<file path="src/rtl/conv_kernel_stream.sv">
// Streaming KxK-window convolution: one sample per accepted cycle through a single MAC,
// then shift-normalise, optional round-half-up, and saturate to DATA_W with a flag.
module conv_kernel_stream #(
  parameter int DATA_W = 8,
  parameter int COEF_W = 4,
  parameter int TAPS   = 9,
  parameter int SHIFT  = 4,
  parameter int ROUND  = 0
) (
  input  logic              clk,
  input  logic              rst,
  input  logic              start,
  input  logic [DATA_W-1:0] d,
  input  logic              clr,
  input  logic              coef_we,
  input  logic [3:0]        coef_addr,
  input  logic [COEF_W-1:0] coef_data,
  output logic [DATA_W-1:0] r,
  output logic              ready,
  output logic              sat
);

  localparam int ACC_W = DATA_W + COEF_W + $clog2(TAPS);
  localparam int CNT_W = (TAPS > 1) ? $clog2(TAPS) : 1;
  localparam logic [CNT_W-1:0] LAST_TAP = CNT_W'(TAPS - 1);
  localparam logic [ACC_W:0]   RND_ADD  = (ROUND != 0) ? ((ACC_W+1)'(1) << (SHIFT - 1)) : {(ACC_W+1){1'b0}};

  function automatic logic [COEF_W-1:0] f_default_coef(input int idx);
    logic [COEF_W-1:0] v;
    v = COEF_W'(1);
    if (TAPS == 9) begin
      case (idx)
        1, 3, 5, 7: v = COEF_W'(2);
        4:          v = COEF_W'(4);
        default:    v = COEF_W'(1);
      endcase
    end else begin
      v = COEF_W'(1);
    end
    return v;
  endfunction

  logic [COEF_W-1:0] r_coef [TAPS];
  logic [CNT_W-1:0]  r_cnt;
  logic [ACC_W-1:0]  r_acc;

  logic [COEF_W-1:0] w_coef_sel;
  logic [ACC_W-1:0]  w_prod;
  logic [ACC_W-1:0]  w_acc_next;
  logic [ACC_W:0]    w_rnd;
  logic [ACC_W:0]    w_s;
  logic              w_ovf;
  logic              w_addr_ok;
  logic              w_first;
  logic              w_last;

  assign w_first    = (r_cnt == {CNT_W{1'b0}});
  assign w_last     = (r_cnt == LAST_TAP);
  assign w_coef_sel = r_coef[r_cnt];
  assign w_prod     = ACC_W'(d) * ACC_W'(w_coef_sel);
  assign w_acc_next = w_first ? w_prod : (r_acc + w_prod);
  // One extra bit so the rounding increment can never wrap the sum.
  assign w_rnd      = {1'b0, w_acc_next} + RND_ADD;
  assign w_s        = w_rnd >> SHIFT;
  assign w_ovf      = |w_s[ACC_W:DATA_W];
  assign w_addr_ok  = (32'(coef_addr) < 32'(TAPS));

  // Coefficient file; an accept on the same edge still sees the old value.
  always_ff @(posedge clk or posedge rst) begin
    if (rst) begin
      for (int i = 0; i < TAPS; i++) begin
        r_coef[i] <= f_default_coef(i);
      end
    end else if (coef_we && w_addr_ok) begin
      r_coef[coef_addr] <= coef_data;
    end else begin
      r_coef <= r_coef;
    end
  end

  // Tap counter, accumulator and registered result.
  always_ff @(posedge clk or posedge rst) begin
    if (rst) begin
      r_cnt <= {CNT_W{1'b0}};
      r_acc <= {ACC_W{1'b0}};
      r     <= {DATA_W{1'b0}};
      ready <= 1'b0;
      sat   <= 1'b0;
    end else if (clr) begin
      r_cnt <= {CNT_W{1'b0}};
      r_acc <= {ACC_W{1'b0}};
      ready <= 1'b0;
    end else if (start) begin
      r_acc <= w_acc_next;
      if (w_last) begin
        r_cnt <= {CNT_W{1'b0}};
        r     <= w_ovf ? {DATA_W{1'b1}} : w_s[DATA_W-1:0];
        sat   <= w_ovf;
        ready <= 1'b1;
      end else begin
        r_cnt <= r_cnt + CNT_W'(1);
        ready <= 1'b0;
      end
    end else begin
      ready <= 1'b0;
    end
  end

endmodule
</file>
<file path="config.mk">
export PLATFORM = sky130hd
export DESIGN_NAME = conv_kernel_stream
export DESIGN_NICKNAME = d
export VERILOG_FILES = /design/src/rtl/conv_kernel_stream.sv
export SDC_FILE = /design/constraint.sdc
export NUM_CORES = 1
export LEC_CHECK = 0
export CAP_MARGIN = 25
export CORE_MARGIN = 2
export CORE_UTILIZATION = 58
export DETAILED_ROUTE_END_ITERATION = 8
export DONT_BUFFER_PORTS = 1
export GPL_TIMING_DRIVEN = 0
export PLACE_DENSITY = 0.76
export SKIP_LAST_GASP = 1
export SYNTH_ARGS = -nofsm -noshare
export SYNTH_HDL_FRONTEND = slang
export SYNTH_SLANG_ARGS = --single-unit
</file>
<file path="constraint.sdc">
create_clock -name clk -period 5.4 [get_ports clk]
set_clock_uncertainty 0.05 [all_clocks]
set_input_delay 0.81 -clock clk [delete_from_list [all_inputs] [get_ports clk]]
set_output_delay 0.81 -clock clk [all_outputs]
set_load 0.05 [all_outputs]
</file>
Word-level counts from Yosys, hierarchy flattened
Index checks and enable logic that the tools add are counted.
Widths: inputs -> output; s select.
{"block": "word_totals", "regBits": 66, "input_bits": 21, "elab_cells": 47, "out_inout_bits": 10}
{"block": "classes", "n_reduce_logical": 6, "addsub": 2, "multipliers": 1, "muxes": 16, "magnitude_cmp": 4, "eq_ne": 1, "n_bitwise": 3}
{"operator": "$mux 16", "n": 3}
{"operator": "$bwmux 36", "n": 1}
{"operator": "$mux 4", "n": 6}
{"operator": "$add 16x12->16", "n": 1}
{"operator": "$bmux 4 s4", "n": 1}
{"operator": "$demux 4 s4", "n": 1}
{"operator": "$mul 8x4->12", "n": 1}
{"operator": "$ge 5x5->1 const B", "n": 2}
{"operator": "$not 4->5", "n": 2}
{"operator": "$mux 8", "n": 1}
{"operator": "$lt 5x1->1 const B", "n": 1}
{"operator": "$add 4x1->4 const B", "n": 1}
{"operator": "$eq 4x4->1 const B", "n": 1}
{"operator": "$logic_not 4->1", "n": 1}
{"operator": "$lt 4x4->1 const B", "n": 1}
{"operator": "$reduce_or 4->1", "n": 1}
{"operator": "$mux 1", "n": 3}
{"operator": "$reduce_and 3->1", "n": 1}
{"operator": "$logic_and 1x1->1", "n": 2}
{"operator": "$reduce_bool 2->1", "n": 1}
{"operator": "$not 1->1", "n": 1}

Longest topological paths before layout
{"block": "depth", "word_depth": 9, "ltp_mapped": 24, "depth_no_buf": 22}

Worst setup path before layout
OpenSTA, ideal clock, no wires.
{"block": "synth_timing", "path_type": "register to register", "start": "register r_cnt[0]", "end": "register r[0]", "required_time_ns": 5.220, "stages_incl_launch_ff": 25, "period_less_slack_ns": 5.706, "t_arrival_ns": 5.526, "setup_time_ns": 0.130, "n_path_buf": 2, "slack_ns": -0.306, "path_cell_list": "dfrtp_1 > buf_2 > mux4_2 > mux2i_1 > o21ai_0 > and2_1 > fa_1 > inv_1 > fa_1 > inv_1 > ha_1 > a21oi_1 > o22ai_1 > nor4_1 > o41ai_2 > xor2_1 > ha_1 > a211oi_1 > nand2_1 > o21ai_0 > a31oi_1 > mux2i_1 > and4bb_1 > buf_6 > a21oi_2"}
{"block": "synth_between", "elab_chain_cells": 9, "word_cells_on_any_way": 12, "classes_between": "add/sub: 1; mul: 1; eq/ne: 1; mux: 5; bitwise: 1; reduce/logical: 3"}
{"item": "from (decl)", "line_no": "44", "rtl": "logic [CNT_W-1:0] r_cnt;"}
{"item": "from (signal assigned)", "line_no": "84", "rtl": "r_cnt <= {CNT_W{1'b0}};"}
{"item": "from (signal assigned)", "line_no": "90", "rtl": "r_cnt <= {CNT_W{1'b0}};"}
{"item": "from (signal assigned)", "line_no": "96", "rtl": "r_cnt <= {CNT_W{1'b0}};"}
{"item": "$not 4->5 (not written as such)", "line_no": "59", "rtl": "assign w_coef_sel = r_coef[r_cnt];"}
{"item": "$bmux 4 s4", "line_no": "59"}
{"item": "$mux 4 (not written as such) (2 in series)", "line_no": "59"}
{"item": "$mul 8x4->12", "line_no": "60", "rtl": "assign w_prod = ACC_W'(d) * ACC_W'(w_coef_sel);"}
{"item": "$add 16x12->16", "line_no": "61", "rtl": "assign w_acc_next = w_first ? w_prod : (r_acc + w_prod);"}
{"item": "$mux 16", "line_no": "61"}
{"item": "$reduce_or 4->1", "line_no": "65", "rtl": "assign w_ovf = |w_s[ACC_W:DATA_W];"}
{"item": "$mux 8", "line_no": "97", "rtl": "r <= w_ovf ? {DATA_W{1'b1}} : w_s[DATA_W-1:0];"}
{"item": "to (signal assigned)", "line_no": "86", "rtl": "r <= {DATA_W{1'b0}};"}
{"item": "to (signal assigned)", "line_no": "97"}
{"item": "to (decl)", "line_no": "18", "rtl": "output logic [DATA_W-1:0] r,"}
Parallel ways exist; a longest one is shown, timed or not. The select of a mux whose other input is x is not followed.
A chain may end at the register's enable or synchronous reset.

Worst setup path after layout
{"block": "layout_timing", "start": "register r_cnt[0]", "end": "register r[4]"}
Same word-level chain as after synthesis.

==> flow_metrics.py <==
metrics = {
    "synth": {
        "synth.avg_cell_area_um2": 9.89,
        "synth_cell_types": 57,
        "synthArstFlopShare_pct": 100,
        "synth-seq-area-share_pct": 34.9,
        "synthTopCellsByArea": "dfrtp_1, mux2_2, ha_1",
        "synth_warnings": 0,
        "yosysTopAreaCellShare_pct": 29.9,
        "syn_nets": 547,
        "synth_edf_count": 0,
        "synth_seq_cells": 66,
        "netlist_instances": 482,
        "synthesis.area_um2": 4770,
        "ys.flop_type": "dfrtp_1",
        "synth_top_area_cell": "dfrtp_1",
    },
    "place": {
        "dpl.hpwl_mm": 7.67,
        "placed_area_um2": 4950,
        "numPortBuffers": 0,
        "gp_routability_congestion": 0.980,
    },
    "route": {
        "drc": 0,
        "wirelength_mm": 12.6,
        "drtAntennaViolNets": 0,
        "first_iter_violations": 257,
        "via_count": 4013,
        "dr.pass1.iters": 5,
        "avgRoutedWirePerCell_um": 19.4,
        "vias_per_cell": 6.20,
    },
    "setup_path": {
        "crit_end": "r[4]$_DFFE_PP0P_",
        "ff2ff_setup_slack_ns": -0.48,
        "crit_fanout": 6,
        "crit_required_ns": 5.64,
        "worstReg2RegEnd": "r[4]$_DFFE_PP0P_",
        "critPathLaunchType": "flop",
        "crit_start": "r_cnt[0]$_DFFE_PP0P_",
        "critical_path_class": "reg2reg",
        "arrival_ns": 6.12,
        "reg2reg_from": "r_cnt[0]$_DFFE_PP0P_",
        "crit_path_end_kind": "flop",
        "reg2regPathDepth": 25,
    },
    "global_routing": {
        "antenna_found_initial": 0,
        "grt_usage_pct": 28.7,
        "grt_max_degree": 38,
        "grt_pass1_vias": 4073,
        "grt_pass1_wl_mm": 19.6,
        "overflow": 0,
    },
    "timing": {
        "fin_ws_ns": -0.479,
        "hold_viol_final": 0,
        "slew_violations": 0,
        "timing.final.setup_violations": 16,
        "hold_ws_ns": 0.384,
        "rsz0062_at_grt": "true",
        "period_share_pct": 109,
        "max_freq_ghz": 0.170,
        "fin_setup_tns_ns": -5.10,
        "worst_pin_slew_ns": 0.720,
        "slew_headroom_pct": 52.0,
        "fin_crit_ns": 5.88,
    },
    "clock_tree": {
        "clockBufferDepth": 2,
        "clock_latency_ns": 0.36,
        "numCtsBuffers": 9,
        "ctsHoldBuffers": 0,
        "htreeDepth": 3,
        "clk_pin_slew_ns": 0.09,
        "cts_root_buffer": "clkbuf_8",
        "cts_tree": "built",
        "clock_sinks": 66,
    },
    "floorplan": {
        "start_util_pct": 58.9,
        "row_count": 33,
        "die_area_um2": 8960,
        "top_level_ports": 31,
        "fp.dieH_um": 94.7,
        "die_w_um": 94.7,
        "core_region_area_um2": 8090,
    },
    "run_status": {
        "violations": "negative setup slack",
        "status": "finished, violations left",
    },
    "min_path": {
        "hold_path.class": "in2async",
    },
    "power": {
        "leakage_nw": 2.55,
        "power_mw": 3.25,
        "power.density_nw_per_um2": 541,
        "ir_drop_mv": 0.228,
    },
    "run": {
        "cap_violations": 0,
    },
    "finish": {
        "antenna_cells": 0,
        "layout.nets": 602,
        "post-route-cell-area_um2": 6000,
        "layout-drive-gt1-share_pct": 39.7,
        "syn2layout_area_growth_pct": 25.8,
    },
}
state kept, by name, indices dropped and copies added (netlist names):
| name | flops |
|---|---|
| r_coef | 36 |
| r_acc | 16 |
| r | 8 |
| r_cnt | 4 |
| ready | 1 |
| sat | 1 |
stage by stage:
step,utilization (%),instances,setup WS (ns)
after floorplan,-,482,0.00403
after global placement,61.0,587,-0.682
after detailed placement,61.2,588,-0.781
after CTS,69.7,630,-0.236
after global routing,74.1,647,-0.725
final,74.1,647,-0.479
worst min-delay path by stage:
stage,slack (ns),to,from,cells after the start
floorplan,0.42,r_coef[25]$_DFFE_PP0P_,r_coef[25]$_DFFE_PP0P_,1
global placement,0.43,r_coef[34]$_DFFE_PP0P_,r_coef[34]$_DFFE_PP0P_,1
detailed placement,0.44,r_coef[30]$_DFFE_PP0P_,r_coef[30]$_DFFE_PP0P_,1
CTS,0.40,r_acc[0]$_DFFE_PP0P_,rst,1
finish,0.38,r[6]$_DFFE_PP0P_,rst,1
global route,0.43,r[5]$_DFFE_PP0P_,rst,1
cells in the final DEF (no fill, tap or decap), types with 8 or more instances in the layout:
| cell | count |
|---|---|
| dfrtp_1 | 55 |
| nor2_1 | 48 |
| buf_4 | 38 |
| mux2_2 | 36 |
| nand2_1 | 35 |
| inv_1 | 24 |
| ha_1 | 20 |
| and2_1 | 17 |
| a21oi_1 | 14 |
| a21oi_2 | 13 |
| o21ai_0 | 12 |
| fa_1 | 11 |
| and2_4 | 9 |
| clkbuf_1 | 9 |
| ha_4 | 9 |
| clkbuf_8 | 9 |
| dfstp_2 | 9 |
| xnor2_1 | 8 |
| mux4_2 | 8 |
cells by family after synthesis:
family                   Yosys count  synth area share (%)
AND/OR/NAND/NOR                  157                  16.2
flip-flops                        66                  34.9
adder cells (fa/ha/maj)           44                  13.6
buffers and inverters             46                  3.86
AO/OA/AOI/OAI                     99                  14.2
XOR/XNOR                          15                  2.76
multiplexers                      55                  14.6
repair_timing:
item / in CTS / in global routing
pin swaps: 56 / 47
resized for setup: 50 / 59
endpoints found under the setup margin: 18 / 18
gates cloned: 2 / 0
setup buffers: 28 / 17
power breakdown:
| part | switching [mW] | total (mW) | internal [mW] |
|---|---|---|---|
| clock | 0.220 | 0.529 | 0.309 |
| sequential | 0.0663 | 0.660 | 0.593 |
| combinational | 1.07 | 2.06 | 0.986 |
synthesized netlist by cell type (10+ instances only):
master / instances
nor2_1: 52
a21oi_1: 21
dfrtp_1: 57
fa_1: 13
mux2i_1: 11
o21ai_0: 25
mux2_2: 36
and2_1: 26
nand2_1: 40
a211oi_1: 10
ha_1: 31
xnor2_1: 10
inv_1: 31
worst max-delay path, cell delays in order, from the launching register on:
cell and delay (ns):
dfrtp_2 0.44, buf_4 0.16, buf_16 0.13, nor4b_4 0.38, nand2_1 0.16, o21ai_4 0.14
buf_6 0.14, nand2_1 0.06, fa_1 0.49, inv_2 0.04, fa_2 0.57, ha_4 0.21
a21oi_4 0.21, o22ai_4 0.12, nor4_4 0.34, o41ai_2 0.13, xor2_1 0.19, ha_1 0.36
inv_1 0.10, a21oi_1 0.19, o21ai_1 0.10, a31oi_1 0.23, mux2i_1 0.29, and4bb_2 0.29
buf_6 0.14, a21oi_2 0.13
routing by layer:
metal	track usage [%]	part of all wire [%]	up-vias
li1	-	-	1809
met1	35.1	38	1997
met2	49.7	52	160
met3	5.19	6.0	47
met4	12.4	3.5	0
met5	0	0	-
area by class of cell:
class,count,area (um^2)
multi-input cells,370,3360
flip-flops and latches,66,1670
clock inverters,6,115
fillers,565,2090
inverters,31,116
well taps,105,131
plain buffers,14,86.3
clock buffers,10,128
repair buffers,45,398
Note: power is estimated with default switching activity, not from simulation.
==> edit 1, RTL diff (same flow settings) <==
The parameter `ROUND` goes from 0 to 1.
--- a/src/rtl/conv_kernel_stream.sv
+++ b/src/rtl/conv_kernel_stream.sv
@@ -6,5 +6,5 @@
   parameter int TAPS   = 9,
   parameter int SHIFT  = 4,
-  parameter int ROUND  = 0
+  parameter int ROUND  = 1
 ) (
   input  logic              clk,
Function: changed (a bounded check fails within 10 cycles, from zero or initial values and one cycle with rst high).
==> edit 1 against the original RTL <==
  * The flow still finishes with violations (negative setup slack)
  * Setup slack got worse by 0.31 ns
  * Synthesized cell count fell by 0.62%
  * Wire length fell by 2.5%
  * Sequential cell count did not move
  * Non-clock buffer count fell by 10
  * Cell area rose by 2.0%
  * Synthesized area rose by 2.9%
  * Cell count fell by 1.5%
  * Total power rose by 2.3%
  * Sequential share of layout area fell by 0.57 points
  * Clock power fell by 9.6%
==> edit 1: results (changes against the original RTL) <==
----------------------------------------------------
[Outcome]
  Run status ... finished, violations left
  Violated checks ... negative setup slack

[Routing]
  Ratio of routed vias to standard cells ... 6.22 (+0.33%)
  Sum of routed wire length over all layers ... 12.3 mm (-2.5%)

[Synthesis]
  XOR/XNOR Fraction of Synth Area ... 3.39% (+0.64 points)
  Most numerous cell types in the synthesized netlist ... sky130_fd_sc_hd__dfrtp_1 (57), sky130_fd_sc_hd__nand2_1 (39), sky130_fd_sc_hd__nor2_1 (39)
  Synthesized-area fraction occupied by ao, oa, aoi and oai cells ... 12.8% (-1.3 points)
  Synth Net Count ... 545 (-0.37%)
  Largest cells by area after synthesis ... sky130_fd_sc_hd__dfrtp_1 (29%), sky130_fd_sc_hd__mux2_2 (8.5%), sky130_fd_sc_hd__ha_1 (8.2%)
  Post-synthesis area per instance ... 10.2 µm² (+3.5%)
  Netlist cell types ... 65 (+14%)

[Worst setup path]
  Arr. time, crit path ... 6.37 ns (+0.25 ns)
  Max Fanout on Critical Path ... 8 (+2)

[Final layout]
  Filler Cell Count ... 541 (-4.2%)
  Utilization of the core after routing ... 74.5% (+0.34 points)

[Pwr]
  Leakage ... 2.61 nW (+2.6%)
  Worst supply voltage drop on vdd ... 0.271 mV (+19%)

[Timing]
  Worst path setup slack after routing ... -0.787 ns (-0.308 ns)
  Transition time at the pin with the least slew margin ... 0.832 ns (+0.111 ns)
  Setup TNS Final ... -8.07 ns (-2.97 ns)
  Final setup violating endpoints ... 15 (-1)

[Place]
  Post-DP HPWL ... 8.15 mm (+6.4%)
  Weighted congestion reported at the end of routability-driven placement ... 0.901 (-8.1%)
  Cell area after placement ... 0.00516 mm² (+4.2%)

[Global route]
  Total global routing track utilization ... 27.2% (-1.5 points)
  Global-route wire length before repair ... 19.3 mm (-1.6%)

[Clock tree]
  Number of cells upsized or downsized after cts ... 46 (-8.0%)

----------------------------------------------------
edit 1: changes by cell type after synthesis, sizes merged, moves of 3 or more:
cell / unedited run / this run
nor2: 52 / 39
o21ai: 28 / 19
a21oi: 29 / 21
o32a: 0 / 8
o211ai: 7 / 0
nor3b: 2 / 7
nor3: 9 / 5
xnor2: 10 / 14
o31a: 1 / 4
edit 1: report_power, final:
part / switching (mW) / internal [mW]
Sequential: 0.0711 / 0.594
Clock: 0.203 / 0.275
Combinational: 1.18 / 1.00
Total: 1.45 / 1.87
edit 1: path summary, 6_finish.rpt:
| kind | endpoint | slack [ns] | cells past startpoint |
|---|---|---|---|
| min in group clk | r_coef[9] | 0.46 | 1 |
| hold / removal | r_coef[11] | 0.37 | 1 |
| setup / recovery | r[0] | -0.79 | 25 |
| hold reg to reg | r_coef[9] | 0.46 | 1 |
| max in group asynchronous | r_coef[0] | 4.25 | 2 |
| setup reg to reg | r[0] | -0.79 | 25 |
edit 1: critical path, cell delays in order (launching register included):
cell and delay [ns]:
sky130_fd_sc_hd__dfrtp_2 0.39, sky130_fd_sc_hd__buf_12 0.14, sky130_fd_sc_hd__mux4_2 0.55, sky130_fd_sc_hd__mux2i_2 0.19, sky130_fd_sc_hd__o21ai_2 0.13, sky130_fd_sc_hd__buf_4 0.17, sky130_fd_sc_hd__and2_4 0.15, sky130_fd_sc_hd__fa_1 0.52
sky130_fd_sc_hd__inv_1 0.05, sky130_fd_sc_hd__fa_1 0.49, sky130_fd_sc_hd__inv_2 0.05, sky130_fd_sc_hd__ha_4 0.27, sky130_fd_sc_hd__o21a_1 0.13, sky130_fd_sc_hd__o31a_1 0.17, sky130_fd_sc_hd__o31a_1 0.19, sky130_fd_sc_hd__o22ai_2 0.11
sky130_fd_sc_hd__xnor2_2 0.29, sky130_fd_sc_hd__ha_4 0.27, sky130_fd_sc_hd__a21oi_4 0.13, sky130_fd_sc_hd__o221ai_2 0.10, sky130_fd_sc_hd__a31oi_2 0.20, sky130_fd_sc_hd__mux2i_1 0.27, sky130_fd_sc_hd__nand3b_1 0.25, sky130_fd_sc_hd__nand4_4 0.17
sky130_fd_sc_hd__mux2i_4 0.25, sky130_fd_sc_hd__o32a_2 0.37
edit 1: area by class of cell:
cell class                      instances  share of cell area (%)
Multi-Input combinational cell        368                    58.4
Sequential cell                        66                    27.2
Timing Repair Buffer                   38                    5.05
Clock buffer                           11                    2.31
Tap cell                              105                    2.15
Inverter                               33                    2.02
Buffer                                 11                    1.45
Clock inverter                          5                    1.39
edit 1: per-layer routing:
metal,vias to the layer above,share of wire [%],global-route usage [%]
met5,-,0,0
met3,21,5.8,4.39
li1,1825,-,-
met1,1971,43,37.2
met4,0,1.5,7.50
met2,147,49,45.2
==> edit 2, RTL diff (config.mk and constraints unchanged) <==
Without the edit above. Compare `r_cnt` against `LAST_TAP` with >= in place of ==.
--- a/src/rtl/conv_kernel_stream.sv
+++ b/src/rtl/conv_kernel_stream.sv
@@ -56,5 +56,5 @@
 
   assign w_first    = (r_cnt == {CNT_W{1'b0}});
-  assign w_last     = (r_cnt == LAST_TAP);
+  assign w_last     = (r_cnt >= LAST_TAP);
   assign w_coef_sel = r_coef[r_cnt];
   assign w_prod     = ACC_W'(d) * ACC_W'(w_coef_sel);
Behaviour: no difference found for any inputs over 4 cycles, from zero or initial values and one cycle with rst high; that may be too few to reach the edited logic, so the function may still have changed.
==> edit 2 against the original RTL <==
  * Synthesized area is 1.9% lower
  * Cell area is 1.3% lower
  * Total power is 3.7% lower
  * Wire length is 2.0% lower
  * Via count is 3.5% lower
  * Critical endpoint is now r[0]
  * The run still ends with negative setup slack left
  * Setup slack worse by 0.25 ns
  * Cell count is 4.5% lower
  * Highest routed layer unchanged
  * Sequential cell count stayed put
==> edit 2: results (changes against the original RTL) <==
----------------------------------------------------
[Final layout]
  Non-clock inverter instance count of the final layout ... 30 (-3.2%)
  Portion of the layout cell area used by non-clock buffers ... 8.68% (+0.61 points)
  Clock-cell share of area ... 3.42% (-0.62 points)
  Post-layout nets ... 576 (-4.3%)
  Filler Cell Count ... 464 (-18%)
  Number of signal-net buffers in the layout ... 57 (-3.4%)

[Timing]
  Setup TNS Final ... -9.25 ns (-4.15 ns)
  Final setup violating endpoints ... 17 (+1)
  Worst path setup slack after routing ... -0.734 ns (-0.255 ns)
  Transition time at the pin with the least slew margin ... 0.679 ns (-0.0410 ns)

[Worst setup path]
  Max incr delay on CP ... 0.55 ns (-0.02 ns)
  Cell type of the slowest stage on the worst timing path ... sky130_fd_sc_hd__fa_1
  Arr. time, crit path ... 6.32 ns (+0.20 ns)
  Max Fanout on Critical Path ... 7 (+1)

[Global route]
  Global-route wire length before repair ... 18.1 mm (-7.6%)
  Met3 Track Usage GR ... 4.09% (-1.1 points)
  Met2 usage ... 43.9% (-5.8 points)

[Pwr]
  Power of the clock network ... 0.434 mW (-18%)
  Worst supply voltage drop on vdd ... 0.264 mV (+16%)

[Synthesis]
  Post-synthesis area per instance ... 10.2 µm² (+3.3%)
  Adder-cell share of the synthesized area ... 13.9% (+0.26 points)
  Netlist cell types ... 59 (+3.5%)
  Sequential share of the synthesized area ... 35.5% (+0.66 points)
  Synthesized-area fraction occupied by ao, oa, aoi and oai cells ... 13.4% (-0.80 points)
  Synth Net Count ... 523 (-4.4%)

[Routing]
  Total met3 wirelength after detailed routing ... 592 µm (-22%)
  Sum of routed wire length over all layers ... 12.3 mm (-2.0%)
  Routed metal-1 wirelength ... 5.00 mm (+4.1%)
  Wire length on met2 ... 6.14 mm (-6.6%)

[Place]
  # placed instances ... 561 (-4.6%)
  Setup WS pre-CTS ... -1.13 ns (-0.349 ns)
  Post-DP HPWL ... 7.41 mm (-3.4%)
  Weighted congestion reported at the end of routability-driven placement ... 0.893 (-8.9%)
  Cell area after placement ... 0.00493 mm² (-0.48%)

[Outcome]
  Run status ... finished, violations left
  Violated checks ... negative setup slack

[Floorplan]
  Std cell rows ... 32 (-3.0%)

----------------------------------------------------
## edit 2: changes by cell type after synthesis, moves of 3 or more
cell	unedited run	this run
sky130_fd_sc_hd__nor2_1	52	38
sky130_fd_sc_hd__nor4_1	3	0
sky130_fd_sc_hd__nand2_1	40	32
sky130_fd_sc_hd__clkbuf_1	9	6
sky130_fd_sc_hd__a21oi_1	21	34
sky130_fd_sc_hd__clkbuf_8	0	3
sky130_fd_sc_hd__a211oi_1	10	13
sky130_fd_sc_hd__mux2i_1	11	7
sky130_fd_sc_hd__o211ai_1	6	1
sky130_fd_sc_hd__a21oi_2	8	0
sky130_fd_sc_hd__nand3_1	4	10
sky130_fd_sc_hd__o21ai_0	25	15
## edit 2: timing repair
item                                    in CTS  in global routing
endpoints found under the setup margin      17                 18
pin swaps                                   27                 27
gates resized for setup                     35                 49
buffers inserted                            24                 16
gates cloned                                 2                  0
